<file path="config.mk">
export PLATFORM = sky130hd
export DESIGN_NAME = fifo_ctrl
export DESIGN_NICKNAME = d
export VERILOG_FILES = /design/src/rtl/fifo_ctrl.sv
export SDC_FILE = /design/constraint.sdc
export NUM_CORES = 1
export LEC_CHECK = 0
export ABC_AREA = 1
export CORE_MARGIN = 2
export CORE_UTILIZATION = 37
export CTS_CLUSTER_SIZE = 30
export DETAILED_ROUTE_END_ITERATION = 10
export PLACE_DENSITY = 0.85
export SYNTH_ARGS = -nofsm -noshare
export SYNTH_HDL_FRONTEND = slang
export SYNTH_SLANG_ARGS = --single-unit
</file>
<file path="constraint.sdc">
create_clock -name clk -period 2.1 [get_ports clk]
set_input_delay 0.315 -clock clk [delete_from_list [all_inputs] [get_ports clk]]
set_output_delay 0.315 -clock clk [all_outputs]
set_load 0.03 [all_outputs]
</file>
<file path="src/rtl/fifo_ctrl.sv">
// FIFO controller driving an external dual-port RAM with registered read data.
// Optional FIFO_CTRL_LEVEL_EN adds the level and almost_full outputs.
module fifo_ctrl #(
    parameter int DATA_W = 4,
    parameter int ADDR_W = 2
) (
    input  logic              clk,
    input  logic              rst,
    input  logic              wr_valid,
    input  logic [DATA_W-1:0] wr_data,
    output logic              wr_ready,
    output logic              rd_valid,
    output logic [DATA_W-1:0] rd_data,
    input  logic              rd_ready,
    output logic              ram_ena,
    output logic              ram_wea,
    output logic [ADDR_W-1:0] ram_ada,
    output logic [DATA_W-1:0] ram_ina,
    output logic              ram_enb,
    output logic              ram_web,
    output logic [ADDR_W-1:0] ram_adb,
    input  logic [DATA_W-1:0] ram_rdata,
    output logic              ovf
`ifdef FIFO_CTRL_LEVEL_EN
    ,
    output logic [ADDR_W:0]   level,
    output logic              almost_full
`endif
);

    localparam logic [ADDR_W:0] FULL_OCC   = {1'b1, {ADDR_W{1'b0}}};
    localparam logic [ADDR_W:0] ALMOST_OCC = {1'b0, {ADDR_W{1'b1}}};
    localparam logic [ADDR_W:0] ONE_OCC    = {{ADDR_W{1'b0}}, 1'b1};

    logic [ADDR_W-1:0] wptr, rptr;
    logic [ADDR_W:0]   occ;
    logic [ADDR_W:0]   stored;
    logic              full, push, pop, fetch;

    // A fetched-but-unpopped word is always the head, so it is exactly rd_valid.
    always_comb begin
        stored   = occ - {{ADDR_W{1'b0}}, rd_valid};
        full     = (occ == FULL_OCC) && !rst;
        wr_ready = !full;
        push     = wr_valid && wr_ready && !rst;
        pop      = rd_valid && rd_ready;
        fetch    = (stored != '0) && (!rd_valid || rd_ready) && !rst;
    end

    always_comb begin
        ram_ena = push;
        ram_wea = push;
        ram_ada = wptr;
        ram_ina = wr_data;
        ram_enb = fetch;
        ram_web = 1'b0;
        ram_adb = rptr;
        rd_data = ram_rdata;
    end

    always_ff @(posedge clk) begin
        if (rst) begin
            wptr     <= '0;
            rptr     <= '0;
            occ      <= '0;
            rd_valid <= 1'b0;
            ovf      <= 1'b0;
        end else begin
            if (push)
                wptr <= wptr + ADDR_W'(1);
            if (fetch)
                rptr <= rptr + ADDR_W'(1);
            if (push && !pop)
                occ <= occ + ONE_OCC;
            else if (pop && !push)
                occ <= occ - ONE_OCC;
            if (fetch)
                rd_valid <= 1'b1;
            else if (pop)
                rd_valid <= 1'b0;
            if (wr_valid && full)
                ovf <= 1'b1;
        end
    end

`ifdef FIFO_CTRL_LEVEL_EN
    assign level       = occ;
    assign almost_full = (occ >= ALMOST_OCC);
`endif

endmodule

</file>
==> reports/metrics.csv <==
stage,metric,value,unit
run_status,status,"finished, final reports clean",
clock_tree,cts_root_buf,clkbuf_4,
worst_setup_path,cp.arrival,2.10,ns
grt,grt_usage,13.0,%
worst_setup_path,path_cells,clkdlybuf4s50_1 -> inv_2 -> nand3_4 -> nand3_1 -> inv_1 -> ha_1 -> inv_1 -> fa_1 -> nand2_1 -> nand3_1 -> o21ai_1 -> a21oi_1,
timing,max_freq,512,MHz
timing,setup_viol,0,
route,drc_errors,0,
clock_tree,htree_levels,1,
floorplanning,num_io_pins,31,
clock_tree,cts_buffer_depth,2,
route,first_pass_iters,4,
worst_setup_path,cp-start-kind,input port,
place,port_buffers,13,
timing,maxSlewViolCount,0,
clock_tree,cts_resized,0,
clock_tree,cts_tree,yes,
finish,seq_area,180,µm²
finish,multiInputGateArea,263,µm²
grt,grt_first_pass_wirelength,1720,µm
route,wirelength,1060,µm
worst_hold_path,hp-class,register to register,
worst_setup_path,rrSetupSlack,0.28,ns
timing,rsz0062_at_grt,no,
floorplanning,die_h,43.3,µm
pwr,power_switching,367,µW
pwr,sw_frac_of_total,44.3,%
yosys,synth_warnings,0,
grt,grt_max_degree,6,
pwr,combPwrFrac,51.1,%
yosys,synth_cells,77,
grt,grt_overflow,0,
yosys,synth-seq-cells,9,
pwr,ir_drop,0.453,mV
finish,antenna_cells,0,
floorplanning,die-area,0.00187,mm²
place,gp_congestion,0.818,
grt,antenna_found_initial,0,
yosys,synthTopCellsByCount,"11 x inv_1, 11 x nand2_1, 10 x buf_4, 9 x dfxtp_1, 7 x nor2_1",
timing,fin_hold_ws,0.444,ns
yosys,synth-async-reset-ratio,0,%
worst_setup_path,crit_slowest_cell,clkdlybuf4s50_1,
timing,finalHoldViolations,0,
worst_setup_path,path_class,input port to register,
place,place_hpwl,889,µm
clock_tree,cts_buffers,3,
yosys,syn_nets,92,
yosys,synth_area_leaders,"dfxtp_1 32%, buf_4 13%, inv_1 7.2%, nand2_1 7.2%, a21oi_1 5.3%",
finish,area_growth,23.9,%
clock_tree,clk_latency,0.26,ns
route,first_iter_violations,5,
route,ant_nets,0,
pwr,p_seq_share,32.6,%
finish,drive_gt1_share,26.7,%
pwr,p_int,463,µW
yosys,syn_area_per_cell,7.41,µm²
yosys,synth_edf_count,0,
pwr,p_leak,0.000331,µW
worst_setup_path,crit_path_max_incr_delay,0.49,ns
yosys,synthFlopType,dfxtp_1,
clock_tree,cts_setup_buffers,0,
floorplanning,start_util,38.8,%
yosys,synth_top_cell_area_share,31.6,%
finish,fill_cells,146,
floorplanning,core-area,0.00147,mm²
timing,period_share,93.0,%
finish,final_nets,106,
timing,fin_skew,0.00392,ns
grt,grt_pass1_vias,456,
route,detail_route.wl_per_cell,9.99,µm
yosys,synth_cell_types,17,
pwr,pwr-share-clk,16.3,%
route,routed-via-count,505,
pwr,power.density,1170,mW/mm²
yosys,netlist_area,571,µm²
clock_tree,cts_hold_buf,0,
route,vias_per_cell,4.76,
clock_tree,clk_pin_slew,0.06,ns
worst_setup_path,worstPathRequired,2.25,ns
clock_tree,clock_sink_count,9,
yosys,seq_area_frac_synth,31.6,%
yosys,synth_top_area_cell,dfxtp_1,
worst_setup_path,crit_fanout,5,
floorplanning,rows,14,
timing,min_period,1.95,ns
worst_setup_path,worst_setup_path_end_kind,register,
timing,tns,0,ns
floorplanning,die_w,43.3,µm
run,maxCapViolCount,0,
metal layers:
metal	global-route usage (%)	part of all wire (%)	wire (µm)	vias up
met4	5.45	1.8	19	0
met1	11.7	39	408	229
met2	23.6	52	555	14
met3	6.81	7.2	76	2
li1	-	-	-	260
met5	0	0	0	-
final cells by class:
type                       count  share of cell area (%)
multi-input combinational     44                    37.2
sequential                     9                    25.5
timing repair buffer          19                    23.4
inverter                      14                    7.43
clock buffer                   4                    3.72
tap                           16                    2.83
path summary, 6_finish.rpt:
| kind | startpoint | to | cells after the start |
|---|---|---|---|
| max | rst | occ[2] | 12 |
| min | ovf | ovf | 2 |
| max reg2reg | occ[0] | occ[2] | 11 |
| min reg2reg | ovf | ovf | 2 |
power groups by stage:
stage	Clock, µW	Combinational (µW)	Sequential, µW
after floorplan	0	264	328
after global placement	0	412	273
after detailed placement	0	428	274
after CTS	140	428	271
after global routing	146	469	277
final	135	424	270
cells by family after synthesis:
family / after synthesis / share of synthesized area, %
other cells: 1 / 0.657
buf+inv: 24 / 22.4
flops: 9 / 31.6
compound gates: 9 / 7.89
simple gates: 31 / 29.6
fa+ha+maj: 3 / 7.89
worst max-delay path, delay by kind of cell:
family / cells / cell delay, ns
compound gates: 2 / 0.19
buf+inv: 4 / 0.72
simple gates: 4 / 0.34
fa+ha+maj: 2 / 0.55
cell usage in the layout, fill, tap and decap left out:
master / count
a21oi_1: 6
buf_4: 10
clkbuf_1: 1
clkbuf_4: 3
clkdlybuf4s50_1: 9
conb_1: 1
dfxtp_1: 9
fa_1: 1
ha_1: 2
inv_1: 11
inv_2: 3
nand2_1: 11
nand2_2: 2
nand3_1: 2
nand3_2: 3
nand3_4: 1
nand4_1: 3
nor2_1: 7
nor2_2: 2
o21ai_0: 2
o21ai_1: 1
through the flow:
step	worst slack (ns)	power, µW	utilization (%)	instances	instance area [µm²]
6_report	0.147	830	48.0	106	707
5_1_grt	0.00565	892	48.0	106	707
4_1_cts	0.101	839	48.0	106	707
3_5_place_dp	-0.165	702	46.3	102	681
3_3_place_gp	-0.0860	684	46.3	102	681
2_1_floorplan	0.0888	593	-	77	571
flip-flops by register name (all words and copies together), names as in the netlist:
register  count
occ           3
ram_ada       2
ram_adb       2
ovf           1
rd_valid      1
No activity file was read; power rests on OpenSTA's default activity.
